<file path="config.mk">
export PLATFORM = sky130hd
export DESIGN_NAME = core_array_stream_mesh
export DESIGN_NICKNAME = d
export VERILOG_FILES = /design/src/rtl/core_array_pkg.sv /design/src/rtl/mesh_cell.sv /design/src/rtl/core_array_stream_mesh.sv
export SDC_FILE = /design/constraint.sdc
export NUM_CORES = 1
export LEC_CHECK = 0
export BUFFER_PORTS_ARGS = -buffer_cell sky130_fd_sc_hd__buf_2
export CORE_UTILIZATION = 53
export CTS_CLUSTER_DIAMETER = 60
export CTS_CLUSTER_SIZE = 40
export DETAILED_ROUTE_END_ITERATION = 6
export PLACE_DENSITY = 0.78
export SLEW_MARGIN = 20
export SYNTH_ARGS = -nofsm -noshare
export SYNTH_HDL_FRONTEND = slang
export SYNTH_HIERARCHICAL = 1
export SYNTH_SLANG_ARGS = --single-unit
</file>
<file path="constraint.sdc">
create_clock -name clk -period 2.4 [get_ports clk]
set_input_delay 0.48 -clock clk [delete_from_list [all_inputs] [get_ports clk]]
set_output_delay 0.48 -clock clk [all_outputs]
set_load 0.05 [all_outputs]
</file>
<file path="src/rtl/core_array_pkg.sv">
// Shared sizing helpers for the stream mesh and its cells.
package core_array_pkg;

  localparam int DATA_SIZE_DEF = 8;

  // Dwell counter needs at least one bit even when there is no dwell.
  function automatic int mask_cnt_width(input int delay);
    return ($clog2(delay + 1) > 1) ? $clog2(delay + 1) : 1;
  endfunction

  function automatic int occ_width(input int rows);
    return $clog2(rows + 1);
  endfunction

endpackage

</file>
<file path="src/rtl/mesh_cell.sv">
// One mesh cell: a word, its full flag and a dwell counter that must expire
// before the word may move on.
module mesh_cell
  import core_array_pkg::*;
#(
  parameter int DATA_SIZE      = DATA_SIZE_DEF,
  parameter int MASK_CNT_DELAY = 1,
  parameter int CW             = mask_cnt_width(MASK_CNT_DELAY)
) (
  input  logic                 clk,
  input  logic                 rst,
  input  logic                 flush,
  input  logic                 rotate,
  input  logic                 rot_full,
  input  logic [DATA_SIZE-1:0] rot_data,
  input  logic [CW-1:0]        rot_cnt,
  input  logic                 load,
  input  logic [DATA_SIZE-1:0] load_data,
  input  logic                 rel,
  input  logic                 down_take,
  output logic                 full,
  output logic [DATA_SIZE-1:0] data,
  output logic [CW-1:0]        mask_cnt,
  output logic                 releasable,
  output logic                 accept
);

  logic                 full_q, full_d;
  logic [DATA_SIZE-1:0] data_q, data_d;
  logic [CW-1:0]        cnt_q, cnt_d;

  function automatic logic [CW-1:0] dec(input logic [CW-1:0] v);
    return (v != '0) ? v - CW'(1) : v;
  endfunction

  assign full       = full_q;
  assign data       = data_q;
  assign mask_cnt   = cnt_q;
  assign releasable = full_q && (cnt_q == '0);
  // A releasing cell can be refilled in the same cycle, keeping the column pipelined.
  assign accept     = !(flush || rotate) && (!full_q || (releasable && down_take));

  always_comb begin
    full_d = full_q;
    data_d = data_q;
    cnt_d  = dec(cnt_q);
    if (flush) begin
      full_d = 1'b0;
      cnt_d  = '0;
    end else if (rotate) begin
      full_d = rot_full;
      data_d = rot_data;
      cnt_d  = dec(rot_cnt);
    end else if (load) begin
      full_d = 1'b1;
      data_d = load_data;
      cnt_d  = CW'(MASK_CNT_DELAY);
    end else if (rel) begin
      full_d = 1'b0;
    end
  end

  always_ff @(posedge clk or posedge rst) begin
    if (rst) begin
      full_q <= 1'b0;
      data_q <= '0;
      cnt_q  <= '0;
    end else begin
      full_q <= full_d;
      data_q <= data_d;
      cnt_q  <= cnt_d;
    end
  end

endmodule

</file>
<file path="src/rtl/core_array_stream_mesh.sv">
// ROWS x COLS grid of mesh cells: words descend each column under valid/ready,
// with whole-array east rotate, flush and per-column occupancy.
module core_array_stream_mesh
  import core_array_pkg::*;
#(
  parameter int DATA_SIZE      = DATA_SIZE_DEF,
  parameter int ROWS           = 2,
  parameter int COLS           = 2,
  parameter int MASK_CNT_DELAY = 1
) (
  input  logic                                clk,
  input  logic                                rst,
  input  logic [COLS-1:0]                     i_valid,
  output logic [COLS-1:0]                     i_ready,
  input  logic [COLS*DATA_SIZE-1:0]           i_data,
  output logic [COLS-1:0]                     o_valid,
  input  logic [COLS-1:0]                     o_ready,
  output logic [COLS*DATA_SIZE-1:0]           o_data,
  input  logic                                flush,
  input  logic                                ew_shift,
  output logic [COLS*occ_width(ROWS)-1:0]     occupancy
);

  localparam int CW = mask_cnt_width(MASK_CNT_DELAY);
  localparam int OW = occ_width(ROWS);

  logic                 full_a [COLS][ROWS];
  logic [DATA_SIZE-1:0] data_a [COLS][ROWS];
  logic [CW-1:0]        cnt_a  [COLS][ROWS];
  logic                 rls_a  [COLS][ROWS];
  logic                 hold;
  logic [OW-1:0]        pop_cnt;

  assign hold = flush | ew_shift;

  for (genvar c = 0; c < COLS; c++) begin : gen_col
    localparam int SRC = (c + COLS - 1) % COLS;

    for (genvar r = 0; r < ROWS; r++) begin : gen_row
      logic                 acc;
      logic                 down_take;
      logic                 load;
      logic                 mv;
      logic [DATA_SIZE-1:0] load_data;

      // Ready chain runs south to north within the column.
      if (r == ROWS - 1) begin : g_south
        assign down_take = o_valid[c] & o_ready[c];
      end else begin : g_inner
        assign down_take = gen_row[r+1].acc;
      end

      if (r == 0) begin : g_north
        assign load      = i_valid[c] & acc;
        assign load_data = i_data[c*DATA_SIZE +: DATA_SIZE];
      end else begin : g_chain
        assign load      = gen_row[r-1].mv;
        assign load_data = data_a[c][r-1];
      end

      assign mv = rls_a[c][r] & down_take;

      mesh_cell #(
        .DATA_SIZE      (DATA_SIZE),
        .MASK_CNT_DELAY (MASK_CNT_DELAY),
        .CW             (CW)
      ) u_cell (
        .clk        (clk),
        .rst        (rst),
        .flush      (flush),
        .rotate     (ew_shift),
        .rot_full   (full_a[SRC][r]),
        .rot_data   (data_a[SRC][r]),
        .rot_cnt    (cnt_a[SRC][r]),
        .load       (load),
        .load_data  (load_data),
        .rel        (mv),
        .down_take  (down_take),
        .full       (full_a[c][r]),
        .data       (data_a[c][r]),
        .mask_cnt   (cnt_a[c][r]),
        .releasable (rls_a[c][r]),
        .accept     (acc)
      );
    end

    assign i_ready[c]                        = gen_row[0].acc;
    assign o_valid[c]                        = rls_a[c][ROWS-1] & ~hold;
    assign o_data[c*DATA_SIZE +: DATA_SIZE]  = data_a[c][ROWS-1];
  end

  always_comb begin
    occupancy = '0;
    pop_cnt   = '0;
    for (int c = 0; c < COLS; c++) begin
      pop_cnt = '0;
      for (int r = 0; r < ROWS; r++) begin
        pop_cnt = pop_cnt + OW'(full_a[c][r]);
      end
      occupancy[c*OW +: OW] = pop_cnt;
    end
  end

endmodule

</file>
==> impl_metrics.env <==
export IMPL_synth_seq_cells=40
export IMPL_timing_slew_headroom_pct=71.5
export IMPL_grt_max_degree=21
export IMPL_p_leak_uw=0.00116
export IMPL_grt_first_pass_wirelength_mm=8.80
export IMPL_path_class="flop to output pin"
export IMPL_cts_htree_levels=2
export IMPL_ir_worst_vdd_mv=0.352
export IMPL_critPathTopFamily="simple AND/OR/NAND/NOR gates"
export IMPL_cp_end_kind="output pin"
export IMPL_wl_per_cell_um=17.0
export IMPL_fp_dieArea_sq_mm=0.00426
export IMPL_cp_cell_sequence="nor2b_2, and4bb_2, nand2b_1, a21boi_1, nand2b_1, a21boi_1, buf_4"
export IMPL_die_y_um=65.3
export IMPL_rows=22
export IMPL_final_layout_size_suffix_gt1_share_pct=36.6
export IMPL_fin_skew_ns=0.00288
export IMPL_ys_warn_count=6
export IMPL_grt_pass1_vias=1823
export IMPL_core_sq_mm=0.00374
export IMPL_syn_area_per_cell_sq_um=10.3
export IMPL_synthCells=206
export IMPL_gp_congestion=0.828
export IMPL_synth_cell_types=22
export IMPL_drtPass1Iterations=4
export IMPL_cts_tree="done"
export IMPL_hold_viol=0
export IMPL_worstPathArrival_ns=1.82
export IMPL_finalCritPeriodShare_pct=96.0
export IMPL_diodes=0
export IMPL_die_x_um=65.3
export IMPL_dr_total_vias=1917
export IMPL_power_total_uw=2170
export IMPL_worstMarginPinSlew_ns=0.427
export IMPL_yosysTopAreaCellShare_pct=47.2
export IMPL_cts_max_path_buffers=2
export IMPL_final_net_count=293
export IMPL_start_kind="flop"
export IMPL_fin_util_pct=68.9
export IMPL_hp_class="primary input to async pin"
export IMPL_boundaryPins=48
export IMPL_yosysSeqAreaShare_pct=47.2
export IMPL_cts_buffers=5
export IMPL_syn2layout_area_growth_pct=21.6
export IMPL_clk_latency_ns=0.29
export IMPL_antenna_found_initial=0
export IMPL_fmaxAchievable_mhz=434
export IMPL_overflow=0
export IMPL_synth_nets=232
export IMPL_synth_edf_count=0
export IMPL_io_buffers=47
export IMPL_post_cts_setup_buffer_count=0
export IMPL_path_buf_inv=1
export IMPL_critPathRequiredTime_ns=1.92
export IMPL_outcome="finished, final reports clean"
export IMPL_synth_most_common_cell="dfrtp_1"
export IMPL_maxCapViolCount=0
export IMPL_finalSetupViolCount=0
export IMPL_cts_hold_buf=0
export IMPL_grt_usage_pct=27.6
export IMPL_place_hpwl_mm=4.23
export IMPL_nFillCells=322
export IMPL_ant_nets=0
export IMPL_drt_iter0_drc=218
export IMPL_drt_total_wl_mm=5.38
export IMPL_initial_core_util_pct=56.7
export IMPL_synthTopCellsByArea="dfrtp_1, o22ai_1, o221a_2, nand3b_1, a21oi_1"
export IMPL_clock_sinks=40
export IMPL_slew_viol_final=0
export IMPL_cpMaxStageDelayCell="dfrtp_1"
export IMPL_yosys_area_top_type="dfrtp_1"
export IMPL_synth_common_cells="dfrtp_1, o22ai_1, a21oi_1, inv_1, nor2_1"
export IMPL_power_density_mw_per_mm2=842
export IMPL_synthArstFlopShare_pct=100
export IMPL_synth_area_sq_mm=0.00212
export IMPL_synth_ff_type="dfrtp_1"
export IMPL_root_buffer="clkbuf_8"
export IMPL_critPathMaxStageDelay_ns=0.43
export IMPL_critPathMaxFanout=3
export IMPL_remaining_drc_errors=0
export IMPL_clk_pin_slew_ns=0.07
export IMPL_vias_per_cell=6.07
export IMPL_finalCriticalPeriod_ns=2.30
==> cell families after synthesis <==
kind of cell             Yosys count  synth area share [%]
AO/OA/AOI/OAI                     76                  25.7
adder cells (fa/ha/maj)            2                  1.18
buffers and inverters             22                  5.66
flip-flops                        40                  47.2
AND/OR/NAND/NOR                   66                  20.3
==> flip-flops by register name, indices dropped and copies added, names as in the netlist <==
register / cells
gen_col.gen_row.u_cell/data: 32
gen_col.gen_row.u_cell/full: 4
gen_col.gen_row.u_cell/mask_cnt: 4
==> power by group <==
part / internal, uW / switching (uW) / leakage, uW
logic: 242 / 440 / 0.000644
registers: 805 / 146 / 0.000456
clock network: 309 / 233 / 0.0000552
==> routing by layer <==
| layer | vias to the layer above | wire length [um] | share of wire [%] | global-route usage (%) |
|---|---|---|---|---|
| met5 | - | 0 | 0 | 0 |
| met4 | 0 | 134 | 2.5 | 11.4 |
| met3 | 16 | 326 | 6.1 | 6.08 |
| met2 | 90 | 2470 | 46 | 43.3 |
| met1 | 909 | 2450 | 45 | 36.9 |
| li1 | 902 | - | - | - |
==> cell type report <==
cell class / instances / area, sq um / share of cell area, %
clock buffers: 6 / 72.6 / 2.81
inverters: 16 / 60.1 / 2.33
clock inverters: 2 / 35.0 / 1.36
flip-flops and latches: 40 / 1000 / 38.8
repair buffers: 60 / 342 / 13.2
well taps: 48 / 60.1 / 2.33
multi-input cells: 144 / 1010 / 39.1
==> stage by stage <==
step                      worst slack, ns  setup TNS, ns  area (sq um)  hold WS (ns)  cells
after CTS                         0.00273              0          2570         0.185    316
after global routing            -0.000272      -0.000272          2580         0.202    316
after floorplan                     0.211              0          2120         0.320    206
after global placement             0.0884              0          2450         0.504    308
after detailed placement           0.0574              0          2450         0.504    308
final                              0.0955              0          2580         0.176    316
==> repair_timing <==
| action | CTS | global route |
|---|---|---|
| setup endpoints to repair | 2 | 7 |
| pin swaps | 0 | 0 |
| gates resized for setup | 5 | 5 |
| gates cloned | 0 | 0 |
==> path summary, 6_finish.rpt <==
check                                                                 startpoint                                                to  slack, ns  depth (start not counted)
worst max-delay path             gen_col[0].gen_row[1].u_cell/mask_cnt$_DFF_PP0_                                        i_ready[0]        0.1                          7
worst min-delay path                                                         rst  gen_col[1].gen_row[1].u_cell/data[6]$_DFFE_PP0P_       0.18                          2
worst max register to register   gen_col[0].gen_row[1].u_cell/mask_cnt$_DFF_PP0_  gen_col[0].gen_row[0].u_cell/data[3]$_DFFE_PP0P_       0.26                         10
worst min register to register  gen_col[0].gen_row[1].u_cell/data[4]$_DFFE_PP0P_  gen_col[0].gen_row[1].u_cell/data[4]$_DFFE_PP0P_       0.58                          1
max in group asynchronous                                                    rst  gen_col[0].gen_row[1].u_cell/data[7]$_DFFE_PP0P_       1.90                          2
min in group clk                                                       i_data[6]  gen_col[0].gen_row[0].u_cell/data[6]$_DFFE_PP0P_       0.48                          3
==> cells in the final DEF, fill, tap and decap left out, types with 3 or more instances in the layout <==
| master | count |
|---|---|
| buf_2 | 45 |
| dfrtp_1 | 40 |
| o22ai_1 | 32 |
| nor2_1 | 16 |
| inv_1 | 16 |
| a21oi_1 | 16 |
| buf_4 | 14 |
| nand3b_1 | 12 |
| o221a_2 | 12 |
| nand2b_1 | 8 |
| nor3_1 | 8 |
| clkbuf_8 | 5 |
| and4bb_2 | 4 |
| and2_1 | 4 |
| nand2b_2 | 4 |
| o21ba_2 | 4 |
| o21ai_0 | 4 |
| o211a_1 | 4 |
| nor3_2 | 4 |
| a21boi_1 | 3 |
Note: power is estimated with default switching activity, not from simulation.
